File: config.mk
export PLATFORM = sky130hd
export DESIGN_NAME = mem_arbiter
export DESIGN_NICKNAME = d
export VERILOG_FILES = /design/src/rtl/mem_arb_pkg.sv /design/src/rtl/rr_arb2.sv /design/src/rtl/mem_arbiter.sv
export SDC_FILE = /design/constraint.sdc
export NUM_CORES = 1
export LEC_CHECK = 0
export BUFFER_PORTS_ARGS = -buffer_cell sky130_fd_sc_hd__clkbuf_2
export CELL_PAD_IN_SITES_DETAIL_PLACEMENT = 1
export CELL_PAD_IN_SITES_GLOBAL_PLACEMENT = 1
export CORE_MARGIN = 5
export CORE_UTILIZATION = 37
export DETAILED_ROUTE_END_ITERATION = 7
export PLACE_DENSITY = 0.86
export SLEW_MARGIN = 15
export SYNTH_ARGS = -nofsm -noshare
export SYNTH_HDL_FRONTEND = slang
export SYNTH_HIERARCHICAL = 1
export SYNTH_SLANG_ARGS = --single-unit
export TNS_END_PERCENT = 50
File: constraint.sdc
create_clock -name clk -period 5.6 [get_ports clk]
set_input_delay 0.56 -clock clk [delete_from_list [all_inputs] [get_ports clk]]
set_output_delay 0.56 -clock clk [all_outputs]
set_load 0.005 [all_outputs]
File: src/rtl/mem_arb_pkg.sv
// Shared definitions for the two-requester memory arbiter.
//   state_e      : FSM state encoding (IDLE -> ACCESS -> RESP)
//   REQ_A/REQ_B  : requester ids carried through grant and response logic
//   DEF_DW/AW    : default data/address widths (8x8 memory)
package mem_arb_pkg;

  typedef enum logic [1:0] {
    IDLE   = 2'd0,
    ACCESS = 2'd1,
    RESP   = 2'd2
  } state_e;

  localparam logic REQ_A = 1'b0;
  localparam logic REQ_B = 1'b1;

  localparam int DEF_DW = 8;
  localparam int DEF_AW = 3;

endpackage

File: src/rtl/rr_arb2.sv
// Two-way round-robin arbiter.
//   clk, rst    : clock, synchronous active-high reset (ptr returns to A)
//   req_i[1:0]  : request vector, bit 0 = A, bit 1 = B
//   advance_i   : flip the priority pointer (pulsed once per completed transaction)
//   gnt_id_o    : winning requester id (combinational)
//   gnt_vld_o   : at least one request is present
//   ptr_o       : current priority side
module rr_arb2
  import mem_arb_pkg::*;
(
  input  logic       clk,
  input  logic       rst,
  input  logic [1:0] req_i,
  input  logic       advance_i,
  output logic       gnt_id_o,
  output logic       gnt_vld_o,
  output logic       ptr_o
);

  logic ptr_q, ptr_d;

  // Advance unconditionally: a rejected access still uses up the winner's turn.
  assign ptr_d = advance_i ? ~ptr_q : ptr_q;

  always_ff @(posedge clk) begin
    if (rst) ptr_q <= REQ_A;
    else     ptr_q <= ptr_d;
  end

  always_comb begin
    gnt_id_o = REQ_A;
    unique case (req_i)
      2'b01:   gnt_id_o = REQ_A;
      2'b10:   gnt_id_o = REQ_B;
      2'b11:   gnt_id_o = ptr_q;
      default: gnt_id_o = REQ_A;
    endcase
  end

  assign gnt_vld_o = |req_i;
  assign ptr_o     = ptr_q;

endmodule

File: src/rtl/mem_arbiter.sv
// Shares one single-port memory between requesters A and B.
// Each transaction: IDLE (arbitrate, check flags) -> ACCESS (one strobe cycle)
// -> RESP (done/err/rdata to the winner). Rejected accesses skip ACCESS.
//   clk, rst                    : clock, synchronous active-high reset
//   a_/b_req, we, addr, wdata   : requester inputs, held stable until done
//   a_/b_done, err, rdata       : registered responses to each requester
//   mem_en_w, mem_en_r          : registered one-cycle memory strobes
//   mem_address, mem_data_in    : registered memory address / write data
//   mem_data_out                : read data, valid the cycle after mem_en_r
//   mem_full_flag/empty_flag    : sampled only in the IDLE decision cycle
module mem_arbiter
  import mem_arb_pkg::*;
#(
  parameter int DW = DEF_DW,
  parameter int AW = DEF_AW
) (
  input  logic          clk,
  input  logic          rst,
  input  logic          a_req,
  input  logic          a_we,
  input  logic [AW-1:0] a_addr,
  input  logic [DW-1:0] a_wdata,
  input  logic          b_req,
  input  logic          b_we,
  input  logic [AW-1:0] b_addr,
  input  logic [DW-1:0] b_wdata,
  output logic          a_done,
  output logic          a_err,
  output logic [DW-1:0] a_rdata,
  output logic          b_done,
  output logic          b_err,
  output logic [DW-1:0] b_rdata,
  output logic          mem_en_w,
  output logic          mem_en_r,
  output logic [AW-1:0] mem_address,
  output logic [DW-1:0] mem_data_in,
  input  logic [DW-1:0] mem_data_out,
  input  logic          mem_full_flag,
  input  logic          mem_empty_flag
);

  state_e        state_q;
  logic          win_q, we_q, rej_q;
  logic          a_done_q, a_err_q, b_done_q, b_err_q;
  logic [DW-1:0] a_rdata_q, b_rdata_q;
  logic          mem_en_w_q, mem_en_r_q;
  logic [AW-1:0] mem_address_q;
  logic [DW-1:0] mem_data_in_q;

  logic          gnt_id, gnt_vld, ptr;
  logic          sel_we, reject;
  logic [AW-1:0] sel_addr;
  logic [DW-1:0] sel_wdata;

  rr_arb2 u_arb (
    .clk       (clk),
    .rst       (rst),
    .req_i     ({b_req, a_req}),
    .advance_i (state_q == RESP),
    .gnt_id_o  (gnt_id),
    .gnt_vld_o (gnt_vld),
    .ptr_o     (ptr)
  );

  // Winner's request fields, only meaningful in IDLE with gnt_vld.
  assign sel_we    = (gnt_id == REQ_B) ? b_we    : a_we;
  assign sel_addr  = (gnt_id == REQ_B) ? b_addr  : a_addr;
  assign sel_wdata = (gnt_id == REQ_B) ? b_wdata : a_wdata;
  assign reject    = sel_we ? mem_full_flag : mem_empty_flag;

  always_ff @(posedge clk) begin
    if (rst) begin
      state_q       <= IDLE;
      win_q         <= REQ_A;
      we_q          <= 1'b0;
      rej_q         <= 1'b0;
      a_done_q      <= 1'b0;
      a_err_q       <= 1'b0;
      a_rdata_q     <= '0;
      b_done_q      <= 1'b0;
      b_err_q       <= 1'b0;
      b_rdata_q     <= '0;
      mem_en_w_q    <= 1'b0;
      mem_en_r_q    <= 1'b0;
      mem_address_q <= '0;
      mem_data_in_q <= '0;
    end else begin
      // Pulses default low; address/data simply hold between accesses.
      a_done_q   <= 1'b0;
      b_done_q   <= 1'b0;
      mem_en_w_q <= 1'b0;
      mem_en_r_q <= 1'b0;
      unique case (state_q)
        IDLE: begin
          if (gnt_vld) begin
            win_q <= gnt_id;
            we_q  <= sel_we;
            rej_q <= reject;
            if (reject) begin
              state_q <= RESP;
            end else begin
              // Strobe is registered here so it is visible exactly during ACCESS.
              mem_en_w_q    <= sel_we;
              mem_en_r_q    <= ~sel_we;
              mem_address_q <= sel_addr;
              mem_data_in_q <= sel_wdata;
              state_q       <= ACCESS;
            end
          end
        end
        ACCESS: state_q <= RESP;
        RESP: begin
          // mem_data_out carries the read result during RESP (one cycle after en_r).
          if (win_q == REQ_A) begin
            a_done_q <= 1'b1;
            a_err_q  <= rej_q;
            if (!rej_q && !we_q) a_rdata_q <= mem_data_out;
          end else begin
            b_done_q <= 1'b1;
            b_err_q  <= rej_q;
            if (!rej_q && !we_q) b_rdata_q <= mem_data_out;
          end
          state_q <= IDLE;
        end
        default: state_q <= IDLE;
      endcase
    end
  end

  assign a_done      = a_done_q;
  assign a_err       = a_err_q;
  assign a_rdata     = a_rdata_q;
  assign b_done      = b_done_q;
  assign b_err       = b_err_q;
  assign b_rdata     = b_rdata_q;
  assign mem_en_w    = mem_en_w_q;
  assign mem_en_r    = mem_en_r_q;
  assign mem_address = mem_address_q;
  assign mem_data_in = mem_data_in_q;

  // Pointer is observed only through grant order.
  logic unused_ptr;
  assign unused_ptr = ptr;

endmodule

==> run metrics, run 1 <==
status complete, no violations; Compound-Gate Fraction of Synth Area between 10% and 20%; Clock Latency Late Sink between 0.2 and 0.3 ns; commonest register cell after synthesis dfxtp_1; EDFF count, synth 0; Root Driver clkbuf_8; Post-Synth Adder-Cell Area 0%; Final Cell Area between 2000 and 2500 µm²; largest cells by area after synthesis dfxtp_1 (46%), mux2i_1 (9.5%), mux2_2 (7.3%); Post-CTS Setup Inserts 0; clk slew on worst S/H paths about 0.070 ns; CP startpoint kind flip-flop; Initial Utilization between 30 and 40%; Die Height 77.7 µm; P_leak ~0.97 nW; leading area contributor after synthesis dfxtp_1; CTS tree yes; multi-input logic area ~820 µm²; reg2reg setup slack around 3.4 ns; H-tree depth 2; post-synthesis xor/xnor area fraction 0.517%; WP data arrival 2.40 ns; Peak VDD IR 105 µV; num rows 24; first-pass GRT wire length roughly 7400 µm; clk sink count 39; I/O Buffers 70; Num CTS Buffers 5; initial antenna violation count 0; endpoint type of the worst setup path flip-flop; Synth Register Bits 39; post-route ant nets 0; relative slew slack around 48%; minimum clock period ~2.2 ns; TritonRoute pass-1 iters 2; number of global-route vias before repair between 1,500 and 2,000; wire length per cell between 10 and 15 µm; cells after synthesis 184; crit path kind flip-flop to flip-flop; Post-Syn Area per Cell approximately 9 µm²; DIE AREA 6030 µm²; FF/Latch Area around 780 µm²; top-area cell type share of the netlist area a little under half; drt initial violations 64; Slew Viols, Final 0; ANT cells 0; WL final 4390 µm; setup TNS 0 ns; IO Pins 71; hold_buf cts 0; sequential-to-total area share from yosys stat a little under half; RePlAce Congestion around 0.71; crit path max fanout 13; Yosys cell types 28; cell count after placement roughly 290; Core Area between 4000 and 5000 µm²; most common cell after layout, fill and taps aside clkbuf_2; worst setup margin between 3 and 4 ns; final core occ 48.4%; detailed placement HPWL 3230 µm; Die W between 70 and 80 µm; fill count around 560; Final #Nets ~290; Pwr Total between 0.6 and 0.7 mW; hold_ws between 0.4 and 0.5 ns; highest clock rate roughly 0.46 GHz; Post-route DRC 0; Total Routing Usage GR between 10% and 20%; Final Non-Filler Cells 301; Post-CTS Resized 0; pre-CTS WS about 2.7 ns; Simple-Gate Fraction of Synth Area approximately a fifth; gr ovfl total 0; largest family of logic cells by synthesized area simple AND/OR/NAND/NOR gates; post-synth net total 222; Buf/Inv on CP 2; DR vias 1,561; RSZ-0062 raised after global routing no; Worst-Margin Slew 0.771 ns; max-cap viol count 0; Area growth syn-to-layout 25.2%; endpoints failing setup 0; Area after DPL just over 2000 µm²; fin crit share 38.8%; Critical-path top delay cell a21boi_2; Worst EP required ~6 ns; Clock Path Buffers 2; Setup Skew between 0.002 and 0.003 ns; ratio of cells with drive above 1 in the final layout a little under two fifths; pwr/cell area approximately 280 nW/µm²; ys async rst share 0%; cell chain of the critical path inv_1, a21boi_2, mux2i_2, mux2i_1, buf_4, mux2i_1; Worst Hold Class flip-flop to flip-flop; largest net degree at the start of global routing 27; commonest non-fill, non-tap cells in the layout clkbuf_2 (70), dfxtp_1 (39), nand2_1 (25); max incr delay on CP 0.58 ns; CP most frequent cell mux2i_1; synth warn 6; mux cell area share after synthesis approximately 18%; vias per cell a little over 5; Final Hold Viols 0; kind of cell adding the most delay to the critical path multiplexers; Mapped Area about 1700 µm²
Yosys cell counts (all sizes together) (2+ instances only):
cell    instances
dfxtp          39
nand2          25
o21ai          18
a21oi          17
mux2i          17
nand3          16
mux2           11
clkbuf          8
nor2            7
buf             6
nor4b           4
and3            3
inv             2
nor3b           2
flip-flops by register name, indices dropped and copies added (netlist names):
| name | flops |
|---|---|
| b_done | 1 |
| b_rdata | 8 |
| mem_data_in | 8 |
| we_q | 1 |
| a_err | 1 |
| rej_q | 1 |
| mem_en_w | 1 |
| a_rdata | 8 |
| mem_address | 3 |
| state_q | 2 |
| mem_en_r | 1 |
| b_err | 1 |
| a_done | 1 |
| u_arb/ptr_o | 1 |
| win_q | 1 |
tightest hold or removal path, stage by stage (launching register included):
cell and delay (ns):
dfxtp_1 0.31, nand2_1 0.05, mux2i_1 0.06
cells by family (layout without fill, tap and decap cells):
kind of cell,Yosys count,count (layout)
multiplexers,28,28
flip-flops,39,39
AND/OR/NAND/NOR,62,62
AO/OA/AOI/OAI,37,37
XOR/XNOR,1,1
buffers and inverters,17,82
worst paths after layout:
check / startpoint / to / cells after the start
worst max register to register: u_arb/ptr_o / mem_data_in[7] / 6
worst min-delay path: mem_address[1] / mem_address[1] / 2
worst max-delay path: u_arb/ptr_o / mem_data_in[7] / 6
worst min register to register: mem_address[1] / mem_address[1] / 2
metal layers:
metal  up-vias  wire [µm]  global-route usage [%]  part of all wire (%)
met2        56       2020                    24.9                    46
met3        10        409                    6.71                   9.3
met4         0         98                    6.70                   2.2
met1       727       1870                    16.8                    42
met5         -          0                       0                     0
li1        768          -                       -                     -
power breakdown:
group	switching [mW]	total [mW]	internal, mW
Clock	0.0965	0.184	0.0874
Sequential	0.0177	0.313	0.296
Combinational	0.0523	0.104	0.0513
final cells by class:
cell class,count,share of cell area (%)
clock buffers,7,3.60
clock inverters,1,0.236
inverters,3,0.531
multi-input cells,128,38.9
flip-flops and latches,39,36.8
well taps,52,3.07
repair buffers,71,16.9
Power figures use the tool's default switching activity.
==> run 2: changes to the inputs <==
Settings changed: CORE_UTILIZATION 37 to 31, PLACE_DENSITY 0.86 to 0.77.
Clock period 5.6 ns to 1.95 ns, I/O delays scaled along.
==> run 2 against run 1 <==
Effect of this change: sequential share of layout area decreased by 1.2 points; sequential cell count did not move; worst setup slack got worse by 3.2 ns; register-to-register slack worse by 3.2 ns; hold slack got worse by 0.37 ns; clock-buffer cell count fell by 2; largest power group unchanged; highest routed layer unchanged.
==> run metrics, run 2 (same netlist as run 1, synthesis figures left out) <==
Worst EP required 2.17 ns (-3.66 ns); fill count 675 (+21%); Die Height 83.9 µm (+8.1%); WP data arrival 1.91 ns (-0.49 ns); CTS tree yes; post-route ant nets 0 (unchanged); pwr/cell area 804 nW/µm² (+180%); hold_buf cts 0 (unchanged); Post-CTS Resized 0 (unchanged); WL final 4580 µm (+4.3%); crit path kind flip-flop to flip-flop; Critical-path top delay cell dfxtp_1; crit path max fanout 11 (-2); cell chain of the critical path inv_1, a21boi_1, mux2i_2, mux2i_1, buf_4, mux2i_1; RePlAce Congestion 0.698 (-1.9%); commonest non-fill, non-tap cells in the layout clkbuf_2 (70), dfxtp_1 (39), nand2_1 (25); Root Driver clkbuf_8; Total Routing Usage GR 13.8% (-1.4 points); clk sink count 39 (unchanged); detailed placement HPWL 3400 µm (+5.3%); Core Area 5410 µm² (+23%); CP most frequent cell mux2i_1; IO Pins 71 (unchanged); H-tree depth 2 (unchanged); most common cell after layout, fill and taps aside clkbuf_2; DR vias 1,578 (+1.1%); highest clock rate 0.592 GHz (+29%); Peak VDD IR 251 µV (+140%); status complete, no violations; RR Startpoint u_arb/ptr_o; Setup Skew 0.00840 ns (+0.00542 ns); clk slew on worst S/H paths 0.08 ns (about the same); endpoints failing setup 0 (unchanged); largest net degree at the start of global routing 27 (unchanged); max-cap viol count 0 (unchanged); Final Hold Viols 0 (unchanged); ANT cells 0 (unchanged); endpoint type of the worst setup path flip-flop; setup TNS 0 ns (unchanged); cell count after placement 319 (+8.9%); Clock Path Buffers 2 (unchanged); num rows 27 (+13%); worst reg2reg path depth 6 (unchanged); Pwr Total 1.76 mW (+190%); TritonRoute pass-1 iters 4 (+2); Clock Latency Late Sink 0.30 ns (about the same); DIE AREA 7040 µm² (+17%); relative slew slack 57.6% (+9.2 points); Area growth syn-to-layout 29.5%; multi-input logic area 821 µm² (-0.46%); P_leak 1.00 nW (+2.8%); vias per cell 4.83 (-6.9%); drt initial violations 92 (+44%); Slew Viols, Final 0 (unchanged); reg2reg setup slack 0.26 ns (-3.17 ns); CP startpoint kind flip-flop; Hold EP mem_en_r; fin crit share 86.6% (+48 points); ratio of cells with drive above 1 in the final layout 39.2% (+1.9 points); Initial Utilization 31.3% (-7.3 points); number of global-route vias before repair 1,673 (+2.3%); Worst Hold Class primary input to flip-flop; FF/Latch Area 781 µm² (unchanged); Num CTS Buffers 5 (unchanged); RSZ-0062 raised after global routing no; first-pass GRT wire length 7850 µm (+6.0%); Hold Startpoint mem_empty_flag; minimum clock period 1.69 ns (-0.483 ns); Worst Hold Path Cells 2 (unchanged); hold_ws 0.0958 ns (-0.368 ns); Die W 83.9 µm (+8.1%); Final #Nets 292 (+2.1%); I/O Buffers 70 (unchanged); wire length per cell 14.0 µm (-4.0%); Worst-Margin Slew 0.633 ns (-0.139 ns); Post-CTS Setup Inserts 0 (unchanged); Post-route DRC 0 (unchanged); max incr delay on CP 0.35 ns (-0.23 ns); initial antenna violation count 0 (unchanged); RR Endpoint mem_data_in[2]; gr ovfl total 0 (unchanged); Final Non-Filler Cells 327 (+8.6%)
[run 2: changes by cell type in the layout (fill, tap and decap cells not counted)]
cell / delta
buf_4: +6
clkbuf_1: -2
clkinvlp_4: +2
a21boi_1: +1
a21boi_2: -1
[run 2: routing by layer]
metal / global-route usage [%] / wire length [µm]
met1: 15.6 / 1930
met2: 22.4 / 2120
met3: 7.21 / 491
met4: 3.95 / 51
met5: 0 / 0
[run 2: worst max-delay path by stage]
stage / startpoint / endpoint / cells past startpoint
2_1_floorplan: u_arb/ptr_o / mem_address[0] / 6
3_3_place_gp: u_arb/ptr_o / mem_data_in[5] / 6
3_5_place_dp: u_arb/ptr_o / mem_data_in[4] / 6
4_1_cts: u_arb/ptr_o / mem_data_in[2] / 6
5_1_grt: u_arb/ptr_o / mem_data_in[2] / 6
6_report: u_arb/ptr_o / mem_data_in[2] / 6
[run 2: layout make-up]
type                            count  area share [%]
Sequential cell                    39            35.6
Timing Repair Buffer               77            18.4
Inverter                            3           0.513
Tap cell                           72            4.10
Multi-Input combinational cell    128            37.4
Clock inverter                      3           0.912
Clock buffer                        5            3.14
[run 2: through the flow]
step,area [µm²],utilization [%],setup WS [ns]
global placement,2110,39.0,0.406
floorplan,1690,-,0.0586
detailed placement,2110,39.0,0.253
finish,2190,40.6,0.261
CTS,2190,40.6,0.232
global route,2190,40.6,0.144
[run 2: worst max-delay path, delay by kind of cell, from the launching register on]
kind                   cells  cell delay [ns]
flip-flops                 1             0.35
buffers and inverters      2             0.30
multiplexers               3             0.76
AO/OA/AOI/OAI              1             0.21
[run 2: where the power goes]
group | total [mW] | leakage (nW) | internal [mW] | switching [mW]
Combinational | 0.324 | 0.645 | 0.161 | 0.164
Sequential | 0.890 | 0.318 | 0.849 | 0.0414
Clock | 0.550 | 0.0402 | 0.249 | 0.301
